`src/rtl/pulse_updown_counter_pkg.sv`:
```
// Shared definitions for the pulse up/down counter: the per-edge event
// priority encoding, the next-count function and, when BCD_OUT_EN is
// defined, the binary-to-BCD digit conversion.
package pulse_updown_counter_pkg;

    // Events a single clock edge can carry, resolved in priority order:
    // clear beats simultaneous inc/dec, which beats a lone inc or dec.
    typedef enum logic [2:0] {
        EV_NONE  = 3'd0,
        EV_CLEAR = 3'd1,
        EV_BOTH  = 3'd2,
        EV_INC   = 3'd3,
        EV_DEC   = 3'd4
    } event_e;

    // Resolve clear and the two rise strobes into one prioritised event.
    function automatic event_e classify_event(input logic clr,
                                              input logic incRise,
                                              input logic decRise);
        event_e ev;
        if (clr)                     ev = EV_CLEAR;
        else if (incRise && decRise) ev = EV_BOTH;
        else if (incRise)            ev = EV_INC;
        else if (decRise)            ev = EV_DEC;
        else                         ev = EV_NONE;
        return ev;
    endfunction

    // Next tally for one edge. Saturates at 0 and maxVal, so the result
    // never wraps regardless of the register width it is stored in.
    function automatic int unsigned next_count(input int unsigned cnt,
                                               input logic        incRise,
                                               input logic        decRise,
                                               input logic        clr,
                                               input int unsigned initVal,
                                               input int unsigned maxVal);
        int unsigned nxt;
        nxt = cnt;
        case (classify_event(clr, incRise, decRise))
            EV_CLEAR: nxt = initVal;
            EV_INC:   if (cnt < maxVal) nxt = cnt + 1;
            EV_DEC:   if (cnt > 0)      nxt = cnt - 1;
            default:  nxt = cnt;
        endcase
        return nxt;
    endfunction

`ifdef BCD_OUT_EN
    // Two decimal digits {tens, ones} of a value known to be at most 99.
    function automatic logic [7:0] to_bcd(input int unsigned v);
        logic [3:0] tens;
        logic [3:0] ones;
        tens = 4'(v / 10);
        ones = 4'(v % 10);
        return {tens, ones};
    endfunction
`endif

endpackage

```
`src/rtl/pulse_updown_counter_rise_detect.sv`:
```
// Rising-edge qualifier: turns a level request into a single-cycle strobe on
// the cycle where the level first goes high. Reset clears the history, so a
// level already high at the first edge after reset is seen as a rise.
module pulse_updown_counter_rise_detect (
    input  logic clk,
    input  logic reset,
    input  logic d,
    output logic rise
);

    logic dQ;

    // Remember the level sampled on the previous edge.
    always_ff @(posedge clk or posedge reset) begin
        if (reset) dQ <= 1'b0;
        else       dQ <= d;
    end

    assign rise = d & ~dQ;

endmodule

```
`src/rtl/pulse_updown_counter.sv`:
```
// Bounded up/down tally fed by one-cycle inc/dec events from the direction
// FSM. Saturates at 0 and MAX_COUNT, reports boundary flags and one-cycle
// changed/overflow/underflow pulses, all registered.
// Optional feature macro: BCD_OUT_EN adds registered decimal digit outputs
// bcd_tens/bcd_ones (requires MAX_COUNT <= 99).
module pulse_updown_counter
    import pulse_updown_counter_pkg::*;
#(
    parameter int unsigned WIDTH     = 4,
    parameter int unsigned MAX_COUNT = 9,
    parameter int unsigned INIT      = 0
) (
    input  logic             clk,
    input  logic             reset,
    input  logic             clear,
    input  logic             inc,
    input  logic             dec,
    output logic [WIDTH-1:0] count,
    output logic             at_max,
    output logic             at_zero,
    output logic             changed,
    output logic             ovf,
    output logic             unf
`ifdef BCD_OUT_EN
    ,
    output logic [3:0]       bcd_tens,
    output logic [3:0]       bcd_ones
`endif
);

    localparam logic [WIDTH-1:0] MaxCount  = WIDTH'(MAX_COUNT);
    localparam logic [WIDTH-1:0] InitCount = WIDTH'(INIT);

    // Reject parameter sets that would let the tally exceed its register.
    if (MAX_COUNT == 0 || (64'(MAX_COUNT) >> WIDTH) != 64'd0) begin : gen_bad_max
        $error("pulse_updown_counter: MAX_COUNT must be in 1..2^WIDTH-1");
    end
    if (INIT > MAX_COUNT) begin : gen_bad_init
        $error("pulse_updown_counter: INIT must not exceed MAX_COUNT");
    end
`ifdef BCD_OUT_EN
    if (MAX_COUNT > 99) begin : gen_bad_bcd
        $error("pulse_updown_counter: BCD output needs MAX_COUNT <= 99");
    end
`endif

    logic             incRise;
    logic             decRise;
    event_e           ev;
    logic [WIDTH-1:0] countD, countQ;
    logic             atMaxD, atMaxQ;
    logic             atZeroD, atZeroQ;
    logic             changedD, changedQ;
    logic             ovfD, ovfQ;
    logic             unfD, unfQ;

    pulse_updown_counter_rise_detect u_inc_rise (
        .clk   (clk),
        .reset (reset),
        .d     (inc),
        .rise  (incRise)
    );

    pulse_updown_counter_rise_detect u_dec_rise (
        .clk   (clk),
        .reset (reset),
        .d     (dec),
        .rise  (decRise)
    );

    // Next tally, flags and pulses; flags come from the next count so they
    // land on the same edge as the count itself.
    always_comb begin
        ev       = classify_event(clear, incRise, decRise);
        countD   = WIDTH'(next_count(32'(countQ), incRise, decRise, clear,
                                     INIT, MAX_COUNT));
        atMaxD   = (countD == MaxCount);
        atZeroD  = (countD == '0);
        changedD = (countD != countQ);
        ovfD     = (ev == EV_INC) && (countQ == MaxCount);
        unfD     = (ev == EV_DEC) && (countQ == '0);
    end

    // Register the tally, boundary flags and event pulses.
    always_ff @(posedge clk or posedge reset) begin
        if (reset) begin
            countQ   <= InitCount;
            atMaxQ   <= (INIT == MAX_COUNT);
            atZeroQ  <= (INIT == 0);
            changedQ <= 1'b0;
            ovfQ     <= 1'b0;
            unfQ     <= 1'b0;
        end else begin
            countQ   <= countD;
            atMaxQ   <= atMaxD;
            atZeroQ  <= atZeroD;
            changedQ <= changedD;
            ovfQ     <= ovfD;
            unfQ     <= unfD;
        end
    end

    assign count   = countQ;
    assign at_max  = atMaxQ;
    assign at_zero = atZeroQ;
    assign changed = changedQ;
    assign ovf     = ovfQ;
    assign unf     = unfQ;

`ifdef BCD_OUT_EN
    logic [7:0] bcdD, bcdQ;

    // Decimal digits of the next count, so the display tracks count exactly.
    always_comb begin
        bcdD = to_bcd(32'(countD));
    end

    // Register the digits alongside the count.
    always_ff @(posedge clk or posedge reset) begin
        if (reset) bcdQ <= to_bcd(INIT);
        else       bcdQ <= bcdD;
    end

    assign bcd_tens = bcdQ[7:4];
    assign bcd_ones = bcdQ[3:0];
`endif

endmodule

```
`config.mk`:
```
export PLATFORM = sky130hd
export DESIGN_NAME = pulse_updown_counter
export DESIGN_NICKNAME = d
export VERILOG_FILES = /design/src/rtl/pulse_updown_counter_pkg.sv /design/src/rtl/pulse_updown_counter_rise_detect.sv /design/src/rtl/pulse_updown_counter.sv
export SDC_FILE = /design/constraint.sdc
export NUM_CORES = 1
export LEC_CHECK = 0
export CORE_UTILIZATION = 39
export CTS_BUF_LIST = sky130_fd_sc_hd__clkbuf_4 sky130_fd_sc_hd__clkbuf_8
export CTS_CLUSTER_SIZE = 25
export DETAILED_ROUTE_END_ITERATION = 10
export PLACE_DENSITY = 0.68
export SYNTH_ARGS = -nofsm -noshare
export SYNTH_HDL_FRONTEND = slang
export SYNTH_SLANG_ARGS = --single-unit
```
`constraint.sdc`:
```
create_clock -name clk -period 1.9 [get_ports clk]
set_input_delay 0.285 -clock clk [delete_from_list [all_inputs] [get_ports clk]]
set_output_delay 0.285 -clock clk [all_outputs]
set_load 0.01 [all_outputs]
```
==> run metrics, run 1 <==
sequential fraction of the synthesis area=37.2%; CTS H-tree depth=1; power per cell area=between 600 and 700 nW/um2; Int Pwr=around 530 uW; Post-Synth Adder-Cell Area=under 10%; Final ANT Viol Nets=0; DR iter-0 viols=between 40 and 50; synthesis-stage register bit count=11; Clock Latency Late Sink=between 0.2 and 0.3 ns; TritonCTS clock tree=built; Pre-Repair DR Iteration Count=4; static leakage=slightly below 0.5 nW; GRT Residual Overflow=0; root cell of the clock tree=clkbuf_4; Synth-to-Final Area Change=53.5%; Final period util=102%; Post-Syn Area per Cell=~9.1 um2; die width=45.7 um; DRC viols=0; max-cap violations=0; nets=129; antenna violations before repair=0; row cnt=15; Max FO, Critical Path=3; Max Freq=slightly above 500 MHz; wire per inst=around 15 um; syn nets=90; Psw=around 260 uW; sequential power share=between 30% and 40%; crit end category=register; worst hold-check path type=input port to asynchronous set/reset pin; Sw Share=about a third; via count=790; RSZ-0062 raised after global routing=true; number of global-route vias before repair=a little under 800; hold_ws=approximately 0.3 ns; crit start category=register; final std cells w/o fill=~150; worst vdd ir=around 0.00066 V; Initial Utilization=a little over two fifths; WL final=roughly 2100 um; cts hold-fix bufs=0; first-pass GRT wire length=3400 um; Final min period=just under 2 ns; die area=between 2000 and 2500 um2; total CTS buffers=3; GP Congestion=0.881; status=finished, violations left; Mapped Area=about 740 um2; Synth Flop Type=dfrtp_1; Post-DP Area=1080 um2; largest net degree at the start of global routing=12; Mapped Cells=between 80 and 90; failing checks=setup timing; multiplexer share of the synthesized area=1.35%; # diodes=0; Worst-path clk slew=~0.08 ns; worst path arrival time=between 2 and 2.5 ns; final worst slack=-0.0473 ns; synth unique cells=36; Pwr Total=790 uW; layout cells sized above 1=between 30% and 40%; utilization of the core after routing=between 60% and 70%; via-per-instance ratio=5.45; final hold vios=0; clock buffer depth=2; Warnings, synthesis=0; Post-Synth XOR/XNOR Area=0%; Fillers=between 150 and 200; Setup Skew=around 0.0092 ns; clock power share=between 20% and 30%; Slew headroom=72.6%; ys async rst share=between 90% and 100%; Slew Limit Fails=0; largest family of logic cells by synthesized area=simple AND/OR/NAND/NOR gates; chip height=around 46 um; Sink Count=11; Post-Place Cells=roughly 140; Synth Area in Simple Gates=28.8%; IO Count=14; post-DP HPWL=between 1500 and 2000 um; setup violators final=4; WP data required=approximately 2.1 ns; Post-synth EDFFs=0; # port buffers=13; Synth Area in Compound Gates=a little over a fifth; Setup CP Type=register to register; Total GRT Usage=between 20% and 30%; Post-Layout Inst Area=around 1100 um2; worst slew pin tran=between 0.4 and 0.5 ns; combinational power share=about 45%; Core ar.=~1800 um2
[sequential cells by signal, indices dropped and copies added (netlist names)]
name / cells
at_max: 1
at_zero: 1
changed: 1
count: 4
ovf: 1
u_dec_rise.dQ: 1
u_inc_rise.dQ: 1
unf: 1
[layout make-up]
cell class                      instances  area, um2  share of cell area (%)
Multi-Input combinational cell         58        448                    39.3
Timing Repair Buffer                   39        325                    28.5
Sequential cell                        11        279                    24.5
Tap cell                               25       31.3                    2.74
Inverter                                8       30.0                    2.63
Clock buffer                            3       22.5                    1.97
Clock inverter                          1       5.00                   0.439
[final timing paths]
path                       cells after the start  startpoint  slack (ns)             to
max                                            7    count[0]       -0.05        at_zero
min in group clk                               1         inc        0.53  u_inc_rise.dQ
min reg2reg                                    3    count[3]        0.69            unf
min                                            2       reset        0.30       count[2]
max reg2reg                                    7    count[0]       -0.05        at_zero
max in group asynchronous                      2       reset        1.28        at_zero
[critical path, cell delays in order, from the launching register on]
cell	delay, ns
dfrtp_2	0.41
inv_2	0.08
ha_4	0.13
or3b_4	0.37
and3_4	0.20
o31a_1	0.27
o21a_1	0.21
and4bb_1	0.20
[power by group through the flow]
stage / combinational [mW] / sequential (mW) / clock, mW
floorplan: 0.157 / 0.300 / 0
global placement: 0.317 / 0.284 / 0
detailed placement: 0.322 / 0.285 / 0
CTS: 0.337 / 0.281 / 0.167
global route: 0.379 / 0.283 / 0.184
finish: 0.352 / 0.280 / 0.158
[cell usage after synthesis (all sizes together), types with 2 or more instances]
master	count	share of area [%]
a211oi	2	2.0
nand2b	3	2.5
and3	3	3.2
nor4	2	2.5
o311ai	3	3.5
nor2b	3	2.5
inv	8	4.0
nor3	5	3.4
nand3	3	2.0
or2	2	1.7
o21ai	2	1.3
ha	3	5.1
clkbuf	5	2.5
nand2	3	1.5
nand4	2	1.7
dfrtp	10	34
nor2	5	2.5
o211ai	2	2.0
[cell families (layout without fill, tap and decap cells)]
family                     after synthesis  count (layout)
AOI/OAI and AO/OA                       19              19
adders and majority gates                3               3
buffers and inverters                   13              51
DFF                                     11              11
muxes                                    1               1
and+or+nand+nor                         35              35
[through the flow]
stage | TNS, ns | worst slack (ns)
after floorplan | -0.105 | -0.0787
after global placement | -0.472 | -0.180
after detailed placement | -0.529 | -0.196
after CTS | -0.0618 | -0.0339
after global routing | -0.420 | -0.147
final | -0.103 | -0.0473
[routing by layer]
| layer | part of all wire, % | vias to the layer above | GRT usage, % |
|---|---|---|---|
| li1 | - | 387 | - |
| met1 | 43 | 372 | 26.4 |
| met2 | 50 | 25 | 41.7 |
| met3 | 4.7 | 6 | 7.94 |
| met4 | 2.3 | 0 | 6.67 |
| met5 | 0 | - | 0 |
[cells in the final DEF (no fill, tap or decap), types with 3 or more instances in the layout]
cell type         n
nand2b_1          3
dfrtp_1           8
o311ai_0          3
nand2_1           3
nand3_1           3
inv_1             5
inv_2             3
clkbuf_4          3
clkdlybuf4s50_1  13
nor3_1            5
buf_4            26
nor2b_1           3
nor2_1            5
[what timing repair did]
action	CTS	global route
buffers inserted	2	1
resized for setup	3	1
setup endpoints to repair	3	4
No activity file was read; power rests on OpenSTA's default activity.
==> run 2, diff against run 1 <==
- clock period: 1.9 -> 1.6 ns (I/O delays scaled with it)
==> run 2 against run 1 <==
Effect of this change: the flow still finishes with violations (setup timing); largest cell class unchanged; sequential cell count did not move; critical path depth did not move; total power rose by 26%; combinational power rose by 30%; critical path type unchanged.
==> run metrics, run 2 (synthesized netlist as in run 1, its figures left out) <==
Post-Place Cells=137 (-0.72%); Pre-Repair DR Iteration Count=4 (unchanged); Clock Latency Late Sink=0.27 ns (about the same); top sig layer=met4; Total GRT Usage=24.0% (+0.49 points); max FFs per register=4 (unchanged); antenna violations before repair=0 (unchanged); status=finished, violations left; total CTS buffers=3 (unchanged); chip height=45.7 um (unchanged); post-DP HPWL=1500 um (-6.2%); sequential power share=33.4% (-2.1 points); crit start category=register; combinational power share=45.7% (+1.1 points); Max FO, Critical Path=3 (unchanged); cts hold-fix bufs=0 (unchanged); die width=45.7 um (unchanged); Fillers=146 (-5.8%); Psw=322 uW (+25%); Core ar.=1760 um2 (unchanged); # port buffers=13 (unchanged); hold_ws=0.252 ns (-0.0450 ns); worst path arrival time=2.18 ns (+0.03 ns); first-pass GRT wire length=3440 um (+1.0%); final hold vios=0 (unchanged); largest net degree at the start of global routing=12 (unchanged); met3 routed WL=131 um (+31%); Multi-input gate area=469 um2 (+4.7%); Setup CP Type=register to register; worst slew pin tran=0.420 ns (+0.00919 ns); Int Pwr=677 uW (+27%); failing checks=setup timing; commonest non-fill, non-tap cell in the layout=buf_4; WP data required=1.80 ns (-0.30 ns); clock buffer depth=2 (unchanged); # diodes=0 (unchanged); TritonCTS clock tree=built; Setup Skew=0.00623 ns (-0.00297 ns); final std cells w/o fill=146 (+0.69%); M1 WL=913 um (-0.11%); power per cell area=846 nW/um2 (+22%); most frequent cells in the layout=27 x buf_4, 10 x clkdlybuf4s50_1, 7 x dfrtp_1; DR WL met2=1150 um (+6.8%); via-per-instance ratio=5.63 (+3.3%); via count=822 (+4.1%); Final min period=1.98 ns (+0.0359 ns); Slew headroom=71.6% (-0.95 points); Sw Share=32.2% (-0.39 points); GP Congestion=0.905 (+2.7%); die area=2080 um2 (unchanged); Sink Count=11 (unchanged); clock power share=20.9% (+0.9 points); Setup TNS=-1.54 ns (-1.44 ns); nets=130 (+0.78%); Max Freq=504 MHz (-1.8%); Synth-to-Final Area Change=58.9%; static leakage=0.550 nW (+12%); IO Count=14 (unchanged); setup violators final=5 (+1); Final ANT Viol Nets=0 (unchanged); register area=280 um2 (+0.45%); DR iter-0 viols=24 (-41%); crit end category=register; number of global-route vias before repair=749 (-5.7%); final worst slack=-0.383 ns (-0.336 ns); worst hold-check path type=input port to asynchronous set/reset pin; WL final=2230 um (+4.0%); pre-CTS setup slack=-0.482 ns (-0.286 ns); DRC viols=0 (unchanged); Final period util=124% (+21 points); Worst-path clk slew=0.07 ns (about the same); root cell of the clock tree=clkbuf_4; Initial Utilization=42.1% (unchanged); max-cap violations=0 (unchanged); RSZ-0062 raised after global routing=true; layout cells sized above 1=41.3% (+2.2 points); Slew Limit Fails=0 (unchanged); CTS H-tree depth=1 (unchanged); worst vdd ir=0.000696 V (+5.2%); GRT Residual Overflow=0 (unchanged); row cnt=15 (unchanged); wire per inst=15.3 um (+3.2%)
[run 2: changes by cell type in the layout (fill, tap and decap cells not counted), moves of 2 or more]
cell	change
clkdlybuf4s50_1	-3
o311ai_0	-2
dlymetal6s2s_1	+3
o311ai_1	+2
[run 2: what timing repair did]
item / CTS / global route
gates resized for setup: 3 / 10
setup endpoints to repair: 6 / 9
cloned: 0 / 0
pin swaps: 0 / 2
buffers inserted: 3 / 2
[run 2: layout make-up]
type	instances	area share (%)
Sequential cell	11	23.7
Inverter	8	2.54
Multi-Input combinational cell	58	39.7
Tap cell	25	2.65
Timing Repair Buffer	40	28.8
Clock buffer	4	2.54
[run 2: critical path, cell delays in order (launching register included)]
cell and delay (ns):
dfrtp_2 0.41, inv_2 0.08, ha_4 0.13, or3b_4 0.37
and3_4 0.20, o31a_1 0.29, o21a_1 0.23, and4bb_1 0.20
[run 2: power by group through the flow]
| stage | clock network [mW] | logic (mW) | registers [mW] |
|---|---|---|---|
| finish | 0.209 | 0.457 | 0.333 |
| global placement | 0 | 0.393 | 0.336 |
| detailed placement | 0 | 0.394 | 0.338 |
| floorplan | 0 | 0.186 | 0.357 |
| CTS | 0.220 | 0.415 | 0.333 |
| global route | 0.233 | 0.489 | 0.336 |
[run 2: per-stage QoR]
stage	power (mW)	area, um2	util (%)
after floorplan	0.543	761	-
after global placement	0.729	1070	60.6
after detailed placement	0.732	1070	60.6
after CTS	0.967	1130	63.9
after global routing	1.06	1180	67.0
final	0.999	1180	67.0
[run 2: path summary, 6_finish.rpt]
path                       slack [ns]     start             to  cells past startpoint
max in group asynchronous        1.02     reset        at_zero                      2
min in group clk                 0.46       dec  u_dec_rise.dQ                      1
hold reg to reg                  0.66  count[3]            unf                      3
setup / recovery                -0.38  count[1]        at_zero                      7
setup reg to reg                -0.38  count[1]        at_zero                      7
hold / removal                   0.25     reset            ovf                      2
[run 2: layer usage]
layer  up-vias  GRT usage (%)
met5         -              0
met4         0           12.1
met3         4           7.94
met2        34           39.7
met1       398           27.4
li1        386              -
==> run 3, diff against run 2 <==
- CTS_CLUSTER_SIZE: 25 -> 8
- REMOVE_ABC_BUFFERS: not set -> 1
- clock period: 1.6 -> 1.7 ns (I/O delays scaled with it)
==> run 3 against run 2 <==
Effect of this change: the run still ends with setup timing left; register-to-register slack improved by 0.14 ns; clock skew fell by 0.0048 ns; critical path depth did not move; final cell count fell by 0.68%; routed wire length fell by 7.1%; utilization fell by 1.4 points; critical path type unchanged; largest cell class unchanged.
==> run metrics, run 3 (synthesized netlist as in run 1, its figures left out) <==
largest net degree at the start of global routing=12 (unchanged); Synth-to-Final Area Change=55.6%; hold_ws=0.265 ns (+0.0128 ns); pre-CTS setup slack=-0.412 ns (+0.0704 ns); Sw Share=31.9% (-0.31 points); Pwr Total=911 uW (-8.8%); final worst slack=-0.247 ns (+0.136 ns); commonest non-fill, non-tap cell in the layout=buf_4; Post-Place Cells=140 (+2.2%); die area=2080 um2 (unchanged); crit-path cells=inv_2 > ha_4 > or3b_1 > and3_4 > o31a_1 > o21a_1 > and4bb_1; worst flop-to-flop path startpoint=count[0]; total CTS buffers=3 (unchanged); Max Freq=514 MHz (+1.9%); crit start category=register; power per cell area=788 nW/um2 (-6.8%); GRT Residual Overflow=0 (unchanged); Sink Count=11 (unchanged); Clock Latency Late Sink=0.28 ns (about the same); DR iter-0 viols=43 (+79%); row cnt=15 (unchanged); Psw=291 uW (-9.7%); # port buffers=13 (unchanged); Worst-path clk slew=0.07 ns (about the same); Int Pwr=620 uW (-8.4%); CP bufs+invs=1 (unchanged); Initial Utilization=42.1% (unchanged); FF-to-FF End=at_zero; max-cap violations=0 (unchanged); WP data required=1.91 ns (+0.11 ns); Setup Skew=0.00141 ns (-0.00482 ns); CP startpoint=count[0]; GP Congestion=0.947 (+4.6%); first-pass GRT wire length=3290 um (-4.2%); layout cells sized above 1=38.3% (-3.0 points); combinational power share=44.3% (-1.4 points); wire per inst=14.3 um (-6.5%); worst vdd ir=0.000548 V (-21%); nets=129 (-0.77%); Crit path max-delay family=simple AND/OR/NAND/NOR gates; antenna violations before repair=0 (unchanged); crit end category=register; clock power share=21.6% (+0.7 points); R2R Setup Slk=-0.25 ns (+0.14 ns); Reg2Reg Depth=7 (unchanged); die width=45.7 um (unchanged); failing checks=setup timing; crit path capture=at_zero; final std cells w/o fill=145 (-0.68%); post-DP HPWL=1480 um (-1.3%); CTS H-tree depth=1 (unchanged); Total GRT Usage=22.6% (-1.5 points); Slowest-stage cell, CP=dfrtp_1; setup violators final=6 (+1); clock buffer depth=2 (unchanged); most frequent cells in the layout=26 x buf_4, 13 x clkdlybuf4s50_1, 10 x dfrtp_1; worst slew pin tran=0.419 ns (-0.000915 ns); static leakage=0.510 nW (-7.3%); via-per-instance ratio=5.66 (+0.57%); chip height=45.7 um (unchanged); Final min period=1.95 ns (-0.0362 ns); WL final=2070 um (-7.1%); worst path arrival time=2.15 ns (-0.03 ns); max FFs per register=4 (unchanged); sequential power share=34.1% (+0.7 points); Largest stage delay, worst path=0.39 ns (-0.02 ns); Slew Limit Fails=0 (unchanged); utilization of the core after routing=65.5% (-1.4 points); number of global-route vias before repair=768 (+2.5%); Max FO, Critical Path=3 (unchanged); RSZ-0062 raised after global routing=true; # diodes=0 (unchanged); Core ar.=1760 um2 (unchanged); Final period util=115% (-9.4 points); Setup CP Type=register to register; final hold vios=0 (unchanged); Final ANT Viol Nets=0 (unchanged); TritonCTS clock tree=built; Slew headroom=72.0% (+0.40 points); Pre-Repair DR Iteration Count=4 (unchanged); critical path depth in cells=7 (unchanged); IO Count=14 (unchanged); via count=821 (-0.12%); worst hold-check path type=input port to asynchronous set/reset pin; status=finished, violations left; DRC viols=0 (unchanged); root cell of the clock tree=clkbuf_4
-- run 3: changes by cell type in the layout (fill, tap and decap cells not counted), sizes merged --
cell / previous run / this run
buf: 27 / 26
clkdlybuf4s50: 10 / 13
dlymetal6s2s: 3 / 0
-- run 3: per-stage QoR --
stage	instance area, um2	TNS (ns)
after floorplan	724	-1.54
after global placement	1070	-1.50
after detailed placement	1070	-2.07
after CTS	1140	-0.780
after global routing	1160	-1.29
final	1160	-0.878
-- run 3: cell type report --
cell class                      instances  area [um2]
Clock buffer                            4        30.0
Fill cell                             151         608
Inverter                                8        30.0
Multi-Input combinational cell         58         463
Sequential cell                        11         277
Tap cell                               25        31.3
Timing Repair Buffer                   39         325
-- run 3: metal layers --
metal | routed length (um) | track usage [%] | vias up | part of all wire, %
met5 | 0 | 0 | - | 0
met4 | 49 | 9.70 | 0 | 2.4
met3 | 114 | 8.33 | 10 | 5.5
met2 | 1020 | 34.9 | 32 | 49
met1 | 884 | 28.0 | 391 | 43
li1 | - | - | 388 | -
-- run 3: what timing repair did --
item,CTS,global route
gates resized for setup,9,5
setup buffers,1,0
cloned,0,0
setup endpoints to repair,7,8
pin swaps,4,1
hold buffers,0,0
-- run 3: worst min path at each step --
stage | start | endpoint | slack (ns)
floorplan | reset | at_max | 0.11
finish | reset | count[0] | 0.27
global route | reset | at_max | 0.30
CTS | reset | count[3] | 0.27
global placement | reset | count[3] | 0.57
detailed placement | reset | count[3] | 0.57
-- run 3: power groups by stage --
| stage | Sequential [mW] | Combinational (mW) | Clock [mW] |
|---|---|---|---|
| floorplan | 0.340 | 0.144 | 0 |
| global placement | 0.314 | 0.355 | 0 |
| detailed placement | 0.314 | 0.359 | 0 |
| CTS | 0.311 | 0.385 | 0.199 |
| global route | 0.315 | 0.434 | 0.213 |
| finish | 0.311 | 0.404 | 0.197 |
